<file path="config.mk">
export PLATFORM = sky130hd
export DESIGN_NAME = hazard_controller
export DESIGN_NICKNAME = d
export VERILOG_FILES = /design/src/rtl/hazard_controller.sv
export SDC_FILE = /design/constraint.sdc
export NUM_CORES = 1
export LEC_CHECK = 0
export ABC_AREA = 1
export BUFFER_PORTS_ARGS = -buffer_cell sky130_fd_sc_hd__buf_4
export CAP_MARGIN = 20
export CELL_PAD_IN_SITES_DETAIL_PLACEMENT = 1
export CELL_PAD_IN_SITES_GLOBAL_PLACEMENT = 2
export CORE_UTILIZATION = 26
export CTS_CLUSTER_DIAMETER = 30
export DETAILED_ROUTE_END_ITERATION = 6
export PLACE_DENSITY = 0.82
export SYNTH_ARGS = -nofsm -noshare
export SYNTH_HDL_FRONTEND = slang
export SYNTH_SLANG_ARGS = --single-unit
export TNS_END_PERCENT = 100
</file>
<file path="constraint.sdc">
create_clock -name clk -period 1.85 [get_ports clk]
set_clock_uncertainty 0.1 [all_clocks]
set_input_delay 0.0925 -clock clk [delete_from_list [all_inputs] [get_ports clk]]
set_output_delay 0.0925 -clock clk [all_outputs]
set_load 0.05 [all_outputs]
</file>
<file path="src/rtl/hazard_controller.sv">
// hazard_controller: sequencing control for the 5-stage pipeline.
// Handles load-use stalls, taken-branch flushes, memory-wait freezes,
// post-reset clearing and halt-and-drain. It also keeps saturating stall
// and flush performance counters.
module hazard_controller #(
    parameter int BOOT_CYCLES  = 2,
    parameter int DRAIN_CYCLES = 3,
    parameter int TIMEOUT      = 255,
    parameter int CNT_W        = 32
) (
    input  logic             clk,
    input  logic             reset,
    input  logic [4:0]       id_rs1,
    input  logic [4:0]       id_rs2,
    input  logic             ex_MemRead,
    input  logic [4:0]       ex_rd,
    input  logic             mem_branch_taken,
    input  logic             mem_busy,
    input  logic             id_halt,
    output logic             pc_write,
    output logic             if_id_write,
    output logic             if_id_flush,
    output logic             id_ex_bubble,
    output logic             ex_mem_flush,
    output logic             pipe_freeze,
    output logic             halted,
    output logic             mem_timeout,
    output logic [CNT_W-1:0] stall_count,
    output logic [CNT_W-1:0] flush_count
);

    localparam int DC_MAX = (BOOT_CYCLES > DRAIN_CYCLES) ? BOOT_CYCLES : DRAIN_CYCLES;
    localparam int DC_W   = $clog2(DC_MAX + 1);
    localparam int BC_W   = $clog2(TIMEOUT + 1);

    typedef enum logic [1:0] {ST_BOOT, ST_RUN, ST_DRAIN, ST_HALTED} state_t;

    state_t            state;
    logic [DC_W-1:0]   down_cnt;
    logic [BC_W-1:0]   busy_cnt;

    logic luh;
    logic stall_evt;
    logic flush_evt;
    logic halt_evt;

    assign luh = ex_MemRead && (ex_rd != 5'd0) && ((ex_rd == id_rs1) || (ex_rd == id_rs2));

    // Decode pipeline controls from the current state and this cycle's inputs.
    always_comb begin
        // NOTE: every output gets a default first so no path leaves one unassigned (no latch).
        pc_write     = 1'b1;
        if_id_write  = 1'b1;
        if_id_flush  = 1'b0;
        id_ex_bubble = 1'b0;
        ex_mem_flush = 1'b0;
        pipe_freeze  = 1'b0;
        halted       = 1'b0;
        stall_evt    = 1'b0;
        flush_evt    = 1'b0;
        halt_evt     = 1'b0;
        unique case (state)
            ST_BOOT: begin
                pc_write     = 1'b0;
                if_id_write  = 1'b0;
                if_id_flush  = 1'b1;
                id_ex_bubble = 1'b1;
                ex_mem_flush = 1'b1;
            end
            ST_RUN, ST_DRAIN: begin
                if (mem_busy) begin
                    pipe_freeze = 1'b1;
                    pc_write    = 1'b0;
                    if_id_write = 1'b0;
                end else if (mem_branch_taken) begin
                    // A taken branch in DRAIN means the halt was on the wrong path.
                    if_id_flush  = 1'b1;
                    id_ex_bubble = 1'b1;
                    ex_mem_flush = 1'b1;
                    flush_evt    = 1'b1;
                end else if (state == ST_DRAIN) begin
                    pc_write     = 1'b0;
                    if_id_write  = 1'b0;
                    id_ex_bubble = 1'b1;
                end else if (id_halt) begin
                    pc_write     = 1'b0;
                    if_id_write  = 1'b0;
                    id_ex_bubble = 1'b1;
                    halt_evt     = 1'b1;
                end else if (luh) begin
                    pc_write     = 1'b0;
                    if_id_write  = 1'b0;
                    id_ex_bubble = 1'b1;
                    stall_evt    = 1'b1;
                end
            end
            ST_HALTED: begin
                pc_write    = 1'b0;
                if_id_write = 1'b0;
                pipe_freeze = 1'b1;
                halted      = 1'b1;
            end
            default: ;
        endcase
    end

    // Advance the FSM, down-counter, busy watchdog and performance counters.
    always_ff @(posedge clk) begin
        // NOTE: all state here uses non-blocking assignments so every register samples pre-edge values.
        if (reset) begin
            state       <= ST_BOOT;
            down_cnt    <= DC_W'(BOOT_CYCLES);
            busy_cnt    <= '0;
            mem_timeout <= 1'b0;
            stall_count <= '0;
            flush_count <= '0;
        end else begin
            unique case (state)
                ST_BOOT: begin
                    down_cnt <= down_cnt - DC_W'(1);
                    if (down_cnt == DC_W'(1)) state <= ST_RUN;
                end
                ST_RUN: begin
                    if (halt_evt) begin
                        state    <= ST_DRAIN;
                        down_cnt <= DC_W'(DRAIN_CYCLES);
                    end
                end
                ST_DRAIN: begin
                    if (!mem_busy) begin
                        if (mem_branch_taken) begin
                            state <= ST_RUN;
                        end else begin
                            down_cnt <= down_cnt - DC_W'(1);
                            if (down_cnt == DC_W'(1)) state <= ST_HALTED;
                        end
                    end
                end
                ST_HALTED: ;
                default: state <= ST_BOOT;
            endcase

            // Consecutive busy cycles are only meaningful while the core runs or drains.
            if (mem_busy && (state == ST_RUN || state == ST_DRAIN)) begin
                if (busy_cnt != BC_W'(TIMEOUT)) busy_cnt <= busy_cnt + BC_W'(1);
                if (busy_cnt >= BC_W'(TIMEOUT - 1)) mem_timeout <= 1'b1;
            end else begin
                busy_cnt <= '0;
            end

            if (stall_evt && (stall_count != '1)) stall_count <= stall_count + CNT_W'(1);
            if (flush_evt && (flush_count != '1)) flush_count <= flush_count + CNT_W'(1);
        end
    end

endmodule

</file>
==> results.md <==
* RSZ-0062 raised after global routing: yes
* Drt total wl at about 18000 µm
* Sequential element share of the synthesized area at 0.3161
* Lkg Pwr at around 3.3 nW
* CTS tree: done
* Num CTS Buffers at 9
* Initial antenna violation count at 0
* Worst setup SP type: register
* Post-synth top area cell: dfxtp_1
* Fin Setup TNS at -4020 ps
* Worst slew pin tran at about 400 ps
* Status: finished, violations left
* Die height at ~140 µm
* Area Overhead vs Synth at 59.20%
* Total Power at roughly 5.5 mW
* Worst endpoint required time at between 1500 and 2000 ps
* Share of cells above drive strength 1 at 0.3813
* Power Dens Cells at around 700 nW/µm²
* Detail Placement HPWL at 12230 µm
* Post-Syn Nets at 828
* Layout Nets at about 1000
* First-pass GRT wire length at ~29000 µm
* DRC Markers at 6
* DIE AREA at roughly 19000 µm²
* Total GRT Usage at 0.1848
* Period minus WS final at 1991 ps
* Die Span X at approximately 140 µm
* Mean area per synthesized cell at slightly above 6 µm²
* Fmax at ~500 MHz
* Pin count of the biggest net entering global routing at 38
* Register-to-register setup slack at -140 ps
* Logic gate share of total power at 0.327
* Yosys warns at 0
* Vias in the first global route at between 5000 and 6000
* CP max FO at 7
* Pins Over Slew Limit at 0
* Worst min-delay path class: in2reg
* 1st-pass router iterations at 7
* Site Rows at 49
* Starting density of the core at 0.2687
* Max-cap violations at 0
* Post-synth top area share at 0.3161
* Sw Share at 0.3317
* Clock transition at path regs at 60 ps
* Filler-free cell count of the finished design at between 1000 and 1500
* CTS Buffer Depth at 2
* Setup slack after layout at -140.7 ps
* Root buffer cell: clkbuf_16
* Grt ovf at 0
* I/O Pins at between 90 and 100
* Tcrit/Tclk final at 1.076
* Post-DRT Antenna Nets at 0
* Fill cells at about 2300
* Final setup vio count at 60
* Post-Syn Area at 4876 µm²
* Vias per cell at 4.643
* Core area at 18150 µm²
* Flops & latches, synth at 77
* VDD IR max at about 0.44 mV
* Cells after Synth at approximately 800
* Final core utilization at 0.4277
* Top post-synthesis cells by area: dfxtp_1 (32%), nand2_1 (20%), nor2_1 (13%), inv_1 (5.8%), a21oi_1 (4.2%)
* H-tree depth at 3
* Vias post-DR at between 5000 and 6000
* Final hold vios at 0
* Clock Latency Late Sink at 350 ps
* # diodes at 0
* Sequential share of power at 0.319
* CP Class: reg2reg
* Max-slew headroom at 0.7262
* FF-to-FF path depth at 14
* Wire per inst at roughly 15 µm
* Hold path cells at 4
* Net switching power at 1.814 mW
* CP arrival at roughly 2100 ps
* P_int at around 3.7 mW
* Initial DRC Count at approximately 200
* Clock sinks at 77
* # placed instances at ~1200
* Failing checks: DRC, setup timing
* Distinct cells, synth at 34
* Gpl congestion at between 0.7 and 0.8
* Hold_buf cts at 0
* Crit path capture type: register
* Port bufs at roughly 90
* Clock power frac at 0.354
[power groups by stage]
| stage | Combinational [mW] | Sequential, mW | Clock [mW] |
|---|---|---|---|
| finish | 1.79 | 1.74 | 1.94 |
| global route | 1.92 | 1.75 | 2.08 |
| CTS | 1.64 | 1.74 | 2.01 |
| detailed placement | 1.31 | 1.78 | 0 |
| global placement | 1.29 | 1.78 | 0 |
| floorplan | 0.892 | 1.80 | 0 |
[cells by family (layout without fill, tap and decap cells)]
family,after synthesis,count (layout),share of synthesized area
buffers and inverters,97,285,0.08853
XOR/XNOR,20,20,0.03593
flip-flops,77,77,0.3161
AO/OA/AOI/OAI,68,68,0.07544
AND/OR/NAND/NOR,523,525,0.4557
adder cells (fa/ha/maj),11,11,0.02823
[cells in the mapped netlist (all sizes together)]
| master | n |
|---|---|
| a21oi | 42 |
| a22oi | 1 |
| buf | 17 |
| clkbuf | 3 |
| clkinv | 1 |
| dfxtp | 77 |
| ha | 11 |
| inv | 76 |
| nand2 | 263 |
| nand3 | 36 |
| nand3b | 8 |
| nand4 | 9 |
| nor2 | 177 |
| nor2b | 1 |
| nor3 | 28 |
| nor3b | 1 |
| o211ai | 2 |
| o21ai | 17 |
| o21bai | 5 |
| o31a | 1 |
| xnor2 | 6 |
| xor2 | 14 |
[final cells by class]
class	instances	area (µm²)	share of cell area
inverter	77	291.5	0.03756
clock inverter	5	75.07	0.009671
multi-input combinational	624	3520	0.4534
tap	229	286.5	0.03691
clock buffer	10	239.0	0.03079
sequential	77	1609	0.2073
timing repair buffer	193	1742	0.2244
[registers in the layout, indices dropped and copies added, names as in the netlist]
| register | count |
|---|---|
| flush_count | 32 |
| stall_count | 32 |
| busy_cnt | 8 |
| down_cnt | 2 |
| state | 2 |
| mem_timeout | 1 |
[metal layers]
layer / vias up / wire, µm / share of wire / global-route usage
met5: - / 0 / 0 / 0
met4: 0 / 188 / 0.010 / 0.04503
met3: 17 / 495 / 0.027 / 0.03591
met2: 81 / 9275 / 0.51 / 0.3283
met1: 2673 / 8051 / 0.45 / 0.2283
li1: 2870 / - / - / -
[worst paths after layout]
check,startpoint,end
max reg2reg,state[0],flush_count[26]
min reg2reg,mem_timeout,mem_timeout
max,state[0],flush_count[26]
min,reset,busy_cnt[5]
[cell usage in the layout, fill, tap and decap left out, types with 14 or more instances in the layout]
master   synthesis  final
nand2_1        259    238
buf_4            6    169
nor2_1         168    135
inv_1           75     69
dfxtp_2          0     39
nor2_4           4     35
dfxtp_1         77     33
nand3_1         29     26
a21oi_1         41     21
nor3_1          25     19
a21oi_2          1     19
nand2_4          2     16
xor2_1          14     14
[worst max-delay path, cell delays in order (launching register included)]
cell and delay [ps]:
dfxtp_2 330, inv_2 50, ha_4 280, inv_4 40
nor2_4 90, inv_2 50, nor2_4 100, inv_2 50
buf_4 130, a21oi_4 200, buf_6 150, buf_16 150
nand3_2 70, nand2_1 60, nor2_1 40
[per-stage QoR]
step | cell area (µm²) | worst slack [ps] | hold slack [ps]
CTS | 7169 | -153.6 | 0.4787
floorplan | 4972 | -88.68 | 273.2
finish | 7762 | -140.7 | 6.906
detailed placement | 6425 | -142.7 | 349.3
global route | 7762 | -235.4 | 34.57
global placement | 6425 | -57.00 | 344.0
[repair_timing]
action                     in CTS  in global routing
setup buffers                   8                 10
setup endpoints to repair      54                 74
gates resized for setup        56                115
gates cloned                    8                  4
pin swaps                       8                 35
(Power assumes the default switching activity.)
